### src/rtl/keypad_pkg.sv
// Shared types and constants for the hex keypad entry stage: FSM states,
// the row/column to hex key map, and a one-hot row decoder.
package keypad_pkg;

    typedef enum logic [1:0] {
        SCAN     = 2'd0,
        PRESS_DB = 2'd1,
        HELD     = 2'd2,
        REL_DB   = 2'd3
    } state_t;

    typedef struct packed {
        logic       valid;
        logic [1:0] idx;
    } row_hit_t;

    localparam logic [3:0] KEYMAP [4][4] = '{
        '{4'h1, 4'h2, 4'h3, 4'hA},
        '{4'h4, 4'h5, 4'h6, 4'hB},
        '{4'h7, 4'h8, 4'h9, 4'hC},
        '{4'hE, 4'h0, 4'hF, 4'hD}
    };

    // Exactly one active row is a valid hit; none or several are rejected as ghosting.
    function automatic row_hit_t onehot_row_index(input logic [3:0] active);
        row_hit_t hit;
        case (active)
            4'b0001: hit = '{valid: 1'b1, idx: 2'd0};
            4'b0010: hit = '{valid: 1'b1, idx: 2'd1};
            4'b0100: hit = '{valid: 1'b1, idx: 2'd2};
            4'b1000: hit = '{valid: 1'b1, idx: 2'd3};
            default: hit = '{valid: 1'b0, idx: 2'd0};
        endcase
        return hit;
    endfunction

endpackage

### src/rtl/sync_2ff.sv
// Two-flop synchroniser for asynchronous inputs; RESET_VAL is the idle level.
module sync_2ff #(
    parameter int               WIDTH     = 1,
    parameter logic [WIDTH-1:0] RESET_VAL = '0
) (
    input  logic             clk,
    input  logic             rst_n,
    input  logic [WIDTH-1:0] d,
    output logic [WIDTH-1:0] q
);

    logic [WIDTH-1:0] meta;

    // NOTE: non-blocking assignments make meta->q a true two-stage pipeline.
    always_ff @(posedge clk or negedge rst_n) begin
        if (!rst_n) begin
            meta <= RESET_VAL;
            q    <= RESET_VAL;
        end else begin
            meta <= d;
            q    <= meta;
        end
    end

endmodule

### src/rtl/hex_keypad_entry.sv
// Scans a 4x4 hex keypad, debounces presses and releases, and shifts accepted
// digits into a 16-bit entry register consumed by the control block.
module hex_keypad_entry
    import keypad_pkg::*;
#(
    parameter int SCAN_DIV = 1000,
    parameter int DEBOUNCE = 16
) (
    input  logic        clk,
    input  logic        rst_n,
    input  logic [3:0]  row_n,
    output logic [3:0]  col_n,
    input  logic        clear,
    output logic [15:0] userInput,
    output logic        inputValid,
    output logic [2:0]  digits,
    output logic        key_strobe,
    output logic [3:0]  key_code
);

    localparam int DIV_W = (SCAN_DIV > 1) ? $clog2(SCAN_DIV) : 1;
    localparam int DB_W  = $clog2(DEBOUNCE);

    logic [3:0]       rows_sync;
    logic [DIV_W-1:0] dwell_cnt;
    logic             tick;
    logic [1:0]       col_idx;
    logic [1:0]       row_lat;
    logic [DB_W-1:0]  db_cnt;
    state_t           state, next_state;
    row_hit_t         hit;
    logic             none_low, same_row, db_last;
    logic             col_adv, row_load, db_load, db_inc, accept;
    logic [3:0]       key;

    sync_2ff #(.WIDTH(4), .RESET_VAL(4'hF)) u_row_sync (
        .clk   (clk),
        .rst_n (rst_n),
        .d     (row_n),
        .q     (rows_sync)
    );

    assign tick     = (dwell_cnt == DIV_W'(SCAN_DIV - 1));
    assign hit      = onehot_row_index(~rows_sync);
    assign none_low = &rows_sync;
    assign same_row = hit.valid && (hit.idx == row_lat);
    assign db_last  = (db_cnt == DB_W'(DEBOUNCE - 1));
    assign col_n    = ~(4'b0001 << col_idx);
    assign key      = KEYMAP[row_lat][col_idx];

    always_ff @(posedge clk or negedge rst_n) begin
        if (!rst_n) state <= SCAN;
        else        state <= next_state;
    end

    always_comb begin
        next_state = state;
        if (tick) begin
            case (state)
                SCAN:     if (hit.valid) next_state = PRESS_DB;
                PRESS_DB: if (!same_row) next_state = SCAN;
                          else if (db_last) next_state = HELD;
                HELD:     if (none_low) next_state = REL_DB;
                REL_DB:   if (!none_low) next_state = HELD;
                          else if (db_last) next_state = SCAN;
                default:  next_state = SCAN;
            endcase
        end
    end

    // NOTE: every control output gets a default first so no latch is inferred.
    always_comb begin
        col_adv  = 1'b0;
        row_load = 1'b0;
        db_load  = 1'b0;
        db_inc   = 1'b0;
        accept   = 1'b0;
        if (tick) begin
            case (state)
                SCAN: begin
                    if (hit.valid) begin
                        row_load = 1'b1;
                        db_load  = 1'b1;
                    end else begin
                        col_adv = 1'b1;
                    end
                end
                PRESS_DB: begin
                    if (!same_row)    col_adv = 1'b1;
                    else if (db_last) accept  = 1'b1;
                    else              db_inc  = 1'b1;
                end
                HELD:   if (none_low) db_load = 1'b1;
                REL_DB: begin
                    if (none_low) begin
                        if (db_last) col_adv = 1'b1;
                        else         db_inc  = 1'b1;
                    end
                end
                default: ;
            endcase
        end
    end

    always_ff @(posedge clk or negedge rst_n) begin
        if (!rst_n) begin
            dwell_cnt <= '0;
            col_idx   <= 2'd0;
            row_lat   <= 2'd0;
            db_cnt    <= '0;
        end else begin
            dwell_cnt <= tick ? '0 : dwell_cnt + 1'b1;
            if (col_adv)  col_idx <= col_idx + 2'd1;
            if (row_load) row_lat <= hit.idx;
            if (db_load)      db_cnt <= DB_W'(1);
            else if (db_inc)  db_cnt <= db_cnt + 1'b1;
        end
    end

    // A clear coinciding with an accept empties the register before the new digit lands.
    always_ff @(posedge clk or negedge rst_n) begin
        if (!rst_n) begin
            key_strobe <= 1'b0;
            key_code   <= 4'h0;
            userInput  <= 16'h0000;
            digits     <= 3'd0;
            inputValid <= 1'b0;
        end else begin
            key_strobe <= accept;
            if (accept) begin
                key_code   <= key;
                userInput  <= {(clear ? 12'h000 : userInput[11:0]), key};
                digits     <= clear ? 3'd1 : ((digits == 3'd4) ? 3'd4 : digits + 3'd1);
                inputValid <= 1'b1;
            end else if (clear) begin
                userInput  <= 16'h0000;
                digits     <= 3'd0;
                inputValid <= 1'b0;
            end
        end
    end

endmodule

### config.mk
export PLATFORM = sky130hd
export DESIGN_NAME = hex_keypad_entry
export DESIGN_NICKNAME = d
export VERILOG_FILES = /design/src/rtl/keypad_pkg.sv /design/src/rtl/sync_2ff.sv /design/src/rtl/hex_keypad_entry.sv
export SDC_FILE = /design/constraint.sdc
export NUM_CORES = 1
export LEC_CHECK = 0
export CAP_MARGIN = 20
export CELL_PAD_IN_SITES_DETAIL_PLACEMENT = 2
export CELL_PAD_IN_SITES_GLOBAL_PLACEMENT = 2
export CORE_ASPECT_RATIO = 1.25
export CORE_UTILIZATION = 32
export CTS_BUF_LIST = sky130_fd_sc_hd__clkbuf_8
export DETAILED_ROUTE_END_ITERATION = 10
export MAX_ROUTING_LAYER = met4
export PLACE_DENSITY_LB_ADDON = 0.1
export REMOVE_ABC_BUFFERS = 1
export SKIP_CTS_REPAIR_TIMING = 1
export SYNTH_ARGS = -nofsm -noshare
export SYNTH_HDL_FRONTEND = slang
export SYNTH_SLANG_ARGS = --single-unit
### constraint.sdc
create_clock -name clk -period 2.2 [get_ports clk]
set_input_delay 0.66 -clock clk [delete_from_list [all_inputs] [get_ports clk]]
set_output_delay 0.66 -clock clk [all_outputs]
set_load 0.05 [all_outputs]
Yosys cells after proc, flatten, opt, wreduce, memory -nomap -nowiden:

Cells that the tools add are included.

* bits in latches: 0
* bits in read-only memories: 0
* word-level logic and storage cells: 90
* RAM bits: 0
* memories: 0
* output and inout bits: 29
* input port bits: 7
* register bits after elaboration: 53

* divide/modulo/power cells: 0
* add/subtract/negate cells: 4
* mux-type cells: 46
* equality and inequality tests: 15
* shifts and indexed selects: 1
* reduce and logical (&&, ||, !) cells: 6
* multiply operators: 0
* order comparisons: 2
* bitwise gates (word level): 4

Operator list (count)
* two-way mux 16 bit: 4
* binary-select mux 16 bit (select 2 bit): 1
* two-way mux 1 bit: 19
* two-way mux 4 bit: 4
* two-way mux 12 bit: 1
* two-way mux 2 bit: 6
* two-way mux 3 bit: 4
* one-hot mux 3 bit (4 select lines): 1
* adder 10 x 1 -> 10 bit, second input constant: 1
* equality test 10 bit, second input constant: 1
* two-way mux 10 bit: 1
* binary-select mux 4 bit (select 2 bit): 1
* equality test 4 bit, second input constant: 2
* inverter 4 bit: 2
* one-hot mux 2 bit (4 select lines): 1
* >= comparator 3 bit, second input constant: 2
* != test 3 bit, second input constant: 2
* inverter 2 -> 3 bit: 2
* AND reduction 5 bit: 1
* adder 4 x 1 -> 4 bit, second input constant: 1
* equality test 2 bit, second input constant: 2
* equality test 4 x 1 -> 1 bit, second input constant: 1
* equality test 4 x 2 -> 1 bit, second input constant: 1
* equality test 4 x 3 -> 1 bit, second input constant: 1
* other kinds (13): 16

Logic depth before layout (Yosys ltp):

Gate-level depths: netlist (run 1).

* word-level depth: 10
* depth in mapped cells: 8
* gate-level depth less buffers: 7

By module:

A second synthesis (run 1) with hierarchy kept.

* cells, all modules: 253
* area total of the unflattened synthesis: 2514.9 µm²

Modules (own cells, without submodules)
* hex_keypad_entry: cells each 245, area an instance 2304.7 µm², sequential area each 1126.1 µm², instances 1
* sync_2ff: cells each 8, area an instance 210.2 µm², sequential area each 210.2 µm², instances 1

Least setup slack after synthesis (run 1):

Ideal clock, no wire load.

* path kind: reg-to-reg
* start point: register u_row_sync.q[1]
* end point: register col_idx[1]
* required time: 2.075 ns
* cell stages (with the launch flop): 7
* period minus slack after synthesis: 2.104 ns
* setup slack: 0.096 ns
* path buffers: 1
* setup time: 0.125 ns
* data arrival time: 1.979 ns
* cells stage by stage: dfstp_2 -> buf_4 -> or3b_1 -> a211oi_4 -> nor3_1 -> o211ai_1 -> mux2_2

* longest elaborated chain between the ends: 8
* elaborated cells between the ends (all ways): 14
* those cells by class: 5 x eq/ne; 6 x mux; 1 x bitwise; 2 x reduce/logical

Ends and longest elaborated chain
* start, declared: line sync_2ff.sv:9 `output logic [WIDTH-1:0] q`
* start signal, assigned: line sync_2ff.sv:21 `q <= meta;`
* inverter 4 bit: line hex_keypad_entry.sv:44 `assign hit = onehot_row_index(~rows_sync);`
* equality test 4 bit (tied with other cells): line keypad_pkg.sv:27 `case (active)`
* one-hot mux 3 bit (4 select lines): line keypad_pkg.sv:27
* equality test 2 bit: line hex_keypad_entry.sv:46 `assign same_row = hit.valid && (hit.idx == row_lat);`
* logical AND 1 bit: line hex_keypad_entry.sv:46
* two-way mux 1 bit: line hex_keypad_entry.sv:89 `if (!same_row) col_adv = 1'b1;`
* one-hot mux 1 bit (3 select lines) (*): line hex_keypad_entry.sv:79 `case (state)`
* two-way mux 1 bit (*): line hex_keypad_entry.sv:78 `if (tick) begin`
* end signal, assigned: line hex_keypad_entry.sv:113 `if (col_adv) col_idx <= col_idx + 2'd1;`
* end, declared: line hex_keypad_entry.sv:27 `logic [1:0] col_idx;`

Mark *: on every way between the ends. The rest lies on a longest branch, timed or not.
A chain may end at the register's enable or synchronous reset.

Worst setup path after layout (run 1):

* start point: register key_code[1]
* end point: output key_code[1]

RTL lines
* start, declared: line hex_keypad_entry.sv:18 `output logic [3:0] key_code`
* start signal, assigned: line hex_keypad_entry.sv:131 `key_code <= key;`

No word-level cell between the ends.

==> results of run 1 <==
==> power by group through the flow <==
stage	registers, mW	logic (mW)	clock network (mW)
2_1_floorplan	1.01	0.0178	0
3_3_place_gp	1.01	0.0696	0
3_5_place_dp	1.01	0.0706	0
4_1_cts	0.994	0.0712	0.800
5_1_grt	0.995	0.0773	0.834
6_report	0.993	0.0689	0.782
==> cell usage after synthesis (all sizes together) <==
| cell type | n | area (µm²) |
|---|---|---|
| o41ai | 1 | 8.76 |
| and3 | 2 | 12.5 |
| mux2 | 2 | 22.5 |
| nand4bb | 1 | 11.3 |
| xor2 | 6 | 52.6 |
| a22oi | 2 | 15.0 |
| nor2 | 14 | 52.6 |
| o211ai | 3 | 27.5 |
| a31o | 1 | 8.76 |
| and4 | 1 | 8.76 |
| nand4 | 1 | 6.26 |
| dfrtp | 45 | 1130 |
| xnor2 | 7 | 61.3 |
| and4b | 1 | 10.0 |
| a21o | 6 | 45.0 |
| and2 | 2 | 12.5 |
| nand2 | 36 | 135 |
| dfstp | 8 | 210 |
| mux2i | 3 | 30.0 |
| o2bb2ai | 1 | 8.76 |
| buf | 4 | 27.5 |
| or3b | 2 | 17.5 |
| a21oi | 23 | 119 |
| nand3b | 2 | 15.0 |
| or3 | 3 | 18.8 |
| clkbuf | 6 | 22.5 |
| a211oi | 4 | 42.5 |
| or2 | 1 | 6.26 |
| o31ai | 2 | 15.0 |
| nand3 | 10 | 50.1 |
| nand2b | 2 | 12.5 |
| o211a | 1 | 10.0 |
| o21ai | 12 | 60.1 |
| o311ai | 1 | 16.3 |
| inv | 16 | 60.1 |
| nor4 | 2 | 12.5 |
| ha | 8 | 100 |
| nor3 | 3 | 20.0 |
==> sequential cells by signal (all words and copies together), names as in the netlist <==
signal           flops
digits               3
state                2
row_lat              2
u_row_sync.meta      4
key_code             4
u_row_sync.q         4
dwell_cnt           10
col_idx              2
db_cnt               4
userInput           16
inputValid           1
key_strobe           1
==> routing by layer <==
metal | GRT usage (%) | vias up
met4 | 5.36 | 0
met2 | 29.2 | 31
met3 | 1.99 | 5
met1 | 21.5 | 993
met5 | - | -
li1 | - | 934
==> how the worst min path moves through the flow <==
stage | cells past startpoint | start | slack (ns) | endpoint
5_1_grt | 2 | rst_n | 0.35 | inputValid$_DFFE_PN0P_
3_3_place_gp | 0 | u_row_sync.meta[3]$_DFF_PN1_ | 0.35 | u_row_sync.q[3]$_DFF_PN1_
3_5_place_dp | 0 | u_row_sync.meta[2]$_DFF_PN1_ | 0.35 | u_row_sync.q[2]$_DFF_PN1_
2_1_floorplan | 0 | u_row_sync.meta[0]$_DFF_PN1_ | 0.35 | u_row_sync.q[0]$_DFF_PN1_
4_1_cts | 2 | rst_n | 0.34 | inputValid$_DFFE_PN0P_
6_report | 2 | rst_n | 0.33 | dwell_cnt[5]$_DFF_PN0_
==> kinds of logic (layout without fill, tap and decap cells) <==
family	count (synthesis)	in the layout	share of synthesized area, %
AOI/OAI and AO/OA	57	57	15.1
and+or+nand+nor	83	83	16.1
xor gates and xnor gates	13	13	4.57
buffers and inverters	26	80	4.42
muxes	5	5	2.11
DFF	53	53	53.6
adders and majority gates	8	8	4.02
==> through the flow <==
step                std cells  utilization (%)  power, mW
CTS                       389             43.1       1.87
detailed placement        381             41.3       1.08
global placement          381             41.3       1.08
floorplan                 235                -       1.03
finish                    391             43.9       1.84
global route              391             43.9       1.91
==> cell type report <==
cell class	count	area, µm²
clock inverter	3	65.1
multi-input combinational	166	1070
fill	816	4180
timing repair inverter	1	5.00
clock buffer	5	68.8
inverter	16	60.1
tap	92	115
sequential	53	1340
timing repair buffer	55	546
==> results.md, run 1 <==
- Status: finished, final reports clean
- Switching share of power: 20.4%
- Top layer reached by signal wires: met4
- IO Port Bufs: 35
- Seq pwr share: 53.9%
- Commonest non-fill, non-tap cell in the layout: dfrtp_1
- Most frequent cells in the layout: dfrtp_1 (45), nand2_1 (35), buf_4 (28), a21oi_1 (22), inv_1 (15)
- Post-Syn Area: 2490 µm²
- RSZ-0062 raised after global routing: yes
- Switching power: 0.377 mW
- Internal power: 1.47 mW
- Worst path max stage delay: 0.81 ns
- Critical path's slowest cell: clkdlybuf4s50_1
- Final setup viols: 0
- Skew-Pair Late Insertion Delay: 0.31 ns
- CTS H-Tree Depth: 2
- Global-route wire length before repair: 10.5 mm
- Buf/Inv on CP: 1
- Per-cell routed wire length: 16.2 µm
- Clk pwr share: 42.4%
- Drt total wl: 6.34 mm
- Slew HR: 66.3%
- TNS Setup: 0 ns
- Reg2reg start: u_row_sync.q[1]$_DFF_PN1_
- Met2 WL post-DR: 3.30 mm
- Met3 WL: 156 µm
- DP Worst Slack: 0.0545 ns
- Critical path class: flip-flop to output pin
- # IOs: 36
- Share of cells above drive strength 1: 21.7%
- Tot GR Track Use: 17.3%
- Ys Warns: 0
- Worst path arrival time: 1.51 ns
- Vias per cell: 5.02
- Period utilisation layout: 98.5%
- # nets final: 313
- Sequential fraction of the synthesis area: 53.6%
- Largest delay contributor family on the critical path: buffers and inverters
- Worst setup endpoint: key_code[1]
- Flop-to-flop setup slack: 0.07 ns
- DRT Pass-1 Iters: 4
- Initial DRC Count: 35
- CTS max path bufs: 2
- Initial antenna violation count: 0
- CP Launch Point: key_code[1]$_DFFE_PN0P_
- CTS root buffer: clkbuf_8
- Yosys cell types: 45
- WP data required: 1.54 ns
- Levels on crit path: 1
- Vias in the first global route: 2,108
- Worst-Margin Slew: 0.505 ns
- Antenna cells: 0
- Remaining antenna violation count after routing: 0
- Fmax: 462 MHz
- Final slew viol count: 0
- Die height: 101 µm
- Largest net degree at the start of global routing: 54
- Syn-to-layout area delta: 31.1%
- R2R Path End: db_cnt[3]$_DFFE_PN0P_
- Min Clock Period, post-route: 2.17 ns
- Syn Area/Cell: 10.2 µm²
- Worst-path clk slew: 0.10 ns
- Met1 Wirelength: 2.82 mm
- Maximum vdd drop: 232 µV
- Total of max-cap violations: 0
- WHS: 0.329 ns
- Finished Cell Area: 3270 µm²
- Pwr dens: 565 nW/µm²
- Sink Count: 53
- Final setup margin: 0.0337 ns
- CTS Buf Count: 5
- Max Clock Skew: 0.0126 ns
- Seq cells post-synth: 53
- Crit-path cells: clkdlybuf4s50_1
- Remaining DRCs: 0
- LEAKAGE: 1.59 nW
- Full die area: 8140 µm²
- Combinational Power Share: 3.7%
- Hold WC Path Type: input port to async pin
- Largest fanout on the critical path: 2
- Initial Util: 33.5%
- Die width: 80.9 µm
- Gr ovfl total: 0
- Crit path capture type: output pin
- Routed via count: 1,963
- R2r worst-path depth: 6
- CP Launch Type: flip-flop
- Routability cong.: 0.807
- # rows: 35
- Mapped Cells: 245
- CTS tree: done
- Core area: 7440 µm²
- Dpl cell area: 3070 µm²
- Final hold violations: 0
- Hpwl dp: 4.51 mm
Power figures use the tool's default switching activity.
==> inputs of run 2 (changes only) <==
CORE_UTILIZATION = 38   (was 32)
clock period = 2.5 ns   (was 2.2 ns; I/O delays follow)
==> run 2 against run 1 <==
Against the previous run:
- total power fell by 12%
- flip-flop and latch count stayed put
- via count decreased by 1.8%
- clock skew shrank 0.00087 ns
- critical path type unchanged
- global-route usage up 3.8 points
- hold slack better by 0.031 ns
- largest power group unchanged
- sequential power is 12% lower
==> results.md, run 2 (synthesis results as in run 1) <==
- Tot GR Track Use: 21.2% (was 17.3%)
- Max Clock Skew: 0.0117 ns (was 0.0126 ns)
- Largest delay contributor family on the critical path: buffers and inverters (unchanged)
- Commonest non-fill, non-tap cell in the layout: dfrtp_1 (unchanged)
- # IOs: 36 (unchanged)
- Max reg flops: 16 (unchanged)
- Min Clock Period, post-route: 2.31 ns
- Period utilisation layout: 92.5%
- Hpwl dp: 4.60 mm (was 4.51 mm)
- TNS Setup: 0 ns (unchanged)
- Global-route wire length before repair: 10.8 mm (was 10.5 mm)
- Initial antenna violation count: 0 (unchanged)
- Finished Cell Area: 3110 µm² (was 3270 µm²)
- Clk pwr share: 42.8% (was 42.4%)
- Antenna cells: 0 (unchanged)
- Vias per cell: 5.19 (was 5.02)
- Maximum vdd drop: 298 µV (was 232 µV)
- CTS max path bufs: 2 (unchanged)
- Critical path's slowest cell: clkdlybuf4s50_1 (unchanged)
- Crit path capture type: output pin (unchanged)
- CTS root buffer: clkbuf_8 (unchanged)
- CP Launch Type: flip-flop (unchanged)
- Register area: 1340 µm² (unchanged)
- Pwr dens: 522 nW/µm² (was 565 nW/µm²)
- Drt total wl: 6.21 mm (was 6.34 mm)
- CTS tree: done (unchanged)
- Initial DRC Count: 59 (was 35)
- Largest net degree at the start of global routing: 31 (was 54)
- RSZ-0062 raised after global routing: no (was yes)
- Slew HR: 59.6% (was 66.3%)
- Combinational Power Share: 3.3% (was 3.7%)
- CTS H-Tree Depth: 2 (unchanged)
- Sink Count: 53 (unchanged)
- Seq pwr share: 53.9% (about the same)
- Largest registers: userInput: 16 flops, dwell_cnt: 10 flops (unchanged)
- Routability cong.: 0.758 (was 0.807)
- Final slew viol count: 0 (unchanged)
- WP data required: 1.75 ns (was 1.54 ns)
- Switching power: 0.340 mW (was 0.377 mW)
- Final hold violations: 0 (unchanged)
- Worst-path clk slew: 0.10 ns (about the same)
- Per-cell routed wire length: 16.7 µm (was 16.2 µm)
- Share of cells above drive strength 1: 14.0% (was 21.7%)
- Dpl cell area: 2980 µm² (was 3070 µm²)
- CTS Buf Count: 5 (unchanged)
- DRT Pass-1 Iters: 4 (unchanged)
- Die height: 92.5 µm (was 101 µm)
- Hold WC Path Type: flip-flop to flip-flop (was input port to async pin)
- Most frequent cells in the layout: dfrtp_1 (45), nand2_1 (36), clkdlybuf4s50_1 (30), a21oi_1 (22), inv_1 (15) (was dfrtp_1 (45), nand2_1 (35), buf_4 (28), a21oi_1 (22), inv_1 (15))
- Worst path max stage delay: 0.84 ns (was 0.81 ns)
- Skew-Pair Late Insertion Delay: 0.31 ns (about the same)
- Remaining DRCs: 0 (unchanged)
- Internal power: 1.29 mW (was 1.47 mW)
- Vias in the first global route: 2,137 (was 2,108)
- Switching share of power: 20.9% (was 20.4%)
- Crit-path cells: clkdlybuf4s50_1 (unchanged)
- Critical path class: flip-flop to output pin (unchanged)
- Routed via count: 1,927 (was 1,963)
- Remaining antenna violation count after routing: 0 (unchanged)
- Largest fanout on the critical path: 4 (was 2)
- Core area: 6250 µm² (was 7440 µm²)
- Initial Util: 39.9% (was 33.5%)
- Buf/Inv on CP: 1 (unchanged)
- # nets final: 300 (was 313)
- Top reg by flops: userInput (unchanged)
- Die width: 74.4 µm (was 80.9 µm)
- Fmax: 432 MHz
- Gr ovfl total: 0 (unchanged)
- Status: finished, final reports clean (unchanged)
- Worst-Margin Slew: 0.602 ns (was 0.505 ns)
- Final setup viols: 0 (unchanged)
- Syn-to-layout area delta: 25.0% (was 31.1%)
- Worst path arrival time: 1.56 ns (was 1.51 ns)
- # rows: 32 (was 35)
- LEAKAGE: 1.35 nW (was 1.59 nW)
- Full die area: 6890 µm² (was 8140 µm²)
- Fill cell count: 691 (was 816)
- Total of max-cap violations: 0 (unchanged)
- IO Port Bufs: 35 (unchanged)
- Footprint of the multi-input gates: 1040 µm² (was 1070 µm²)
## run 2: layout make-up
type,instances,share of cell area (%)
Clock inverter,3,2.09
Clock buffer,5,2.21
Multi-Input combinational cell,166,33.5
Timing Repair Buffer,43,13.9
Tap cell,85,3.42
Sequential cell,53,42.9
Inverter,16,1.93
## run 2: worst paths after layout
path	endpoint	slack (ns)	start	cells after the start
max	digits[1]	0.19	digits[1]$_DFFE_PN0P_	1
min	u_row_sync.q[2]$_DFF_PN1_	0.36	u_row_sync.meta[2]$_DFF_PN1_	0
max reg2reg	userInput[5]$_DFFE_PN0P_	0.23	u_row_sync.q[1]$_DFF_PN1_	7
min reg2reg	u_row_sync.q[2]$_DFF_PN1_	0.36	u_row_sync.meta[2]$_DFF_PN1_	0
max in group asynchronous	userInput[10]$_DFFE_PN0P_	1.53	rst_n	2
min in group asynchronous	dwell_cnt[6]$_DFF_PN0_	0.41	rst_n	1
## run 2: through the flow
| stage | power, mW | worst slack (ns) | hold slack, ns | std cells | util (%) |
|---|---|---|---|---|---|
| after global placement | 0.947 | 0.365 | 0.346 | 363 | 47.7 |
| final | 1.63 | 0.186 | 0.360 | 371 | 49.9 |
| after CTS | 1.64 | 0.168 | 0.362 | 371 | 49.9 |
| after detailed placement | 0.949 | 0.256 | 0.348 | 363 | 47.7 |
| after floorplan | 0.907 | 0.216 | 0.345 | 235 | - |
| after global routing | 1.68 | 0.0885 | 0.363 | 371 | 49.9 |
## run 2: power by group through the flow
stage	logic (mW)	registers [mW]	clock network (mW)
after global routing	0.0615	0.878	0.742
after global placement	0.0551	0.892	0
after floorplan	0.0157	0.891	0
after detailed placement	0.0562	0.893	0
after CTS	0.0565	0.876	0.712
final	0.0539	0.876	0.697
## run 2: per-layer routing
layer | up-vias | global-route usage, % | share of wire, %
li1 | 915 | - | -
met1 | 984 | 25.9 | 43
met2 | 23 | 36.1 | 54
met3 | 5 | 3.59 | 2.3
met4 | 0 | 4.72 | 1.0
met5 | - | - | 0
==> inputs of run 3 (changes only) <==
ABC_CLOCK_PERIOD_IN_PS = 2500   (was not set)
==> results of run 3 <==
The final DEF is identical to that of run 2; final timing and power are the same.
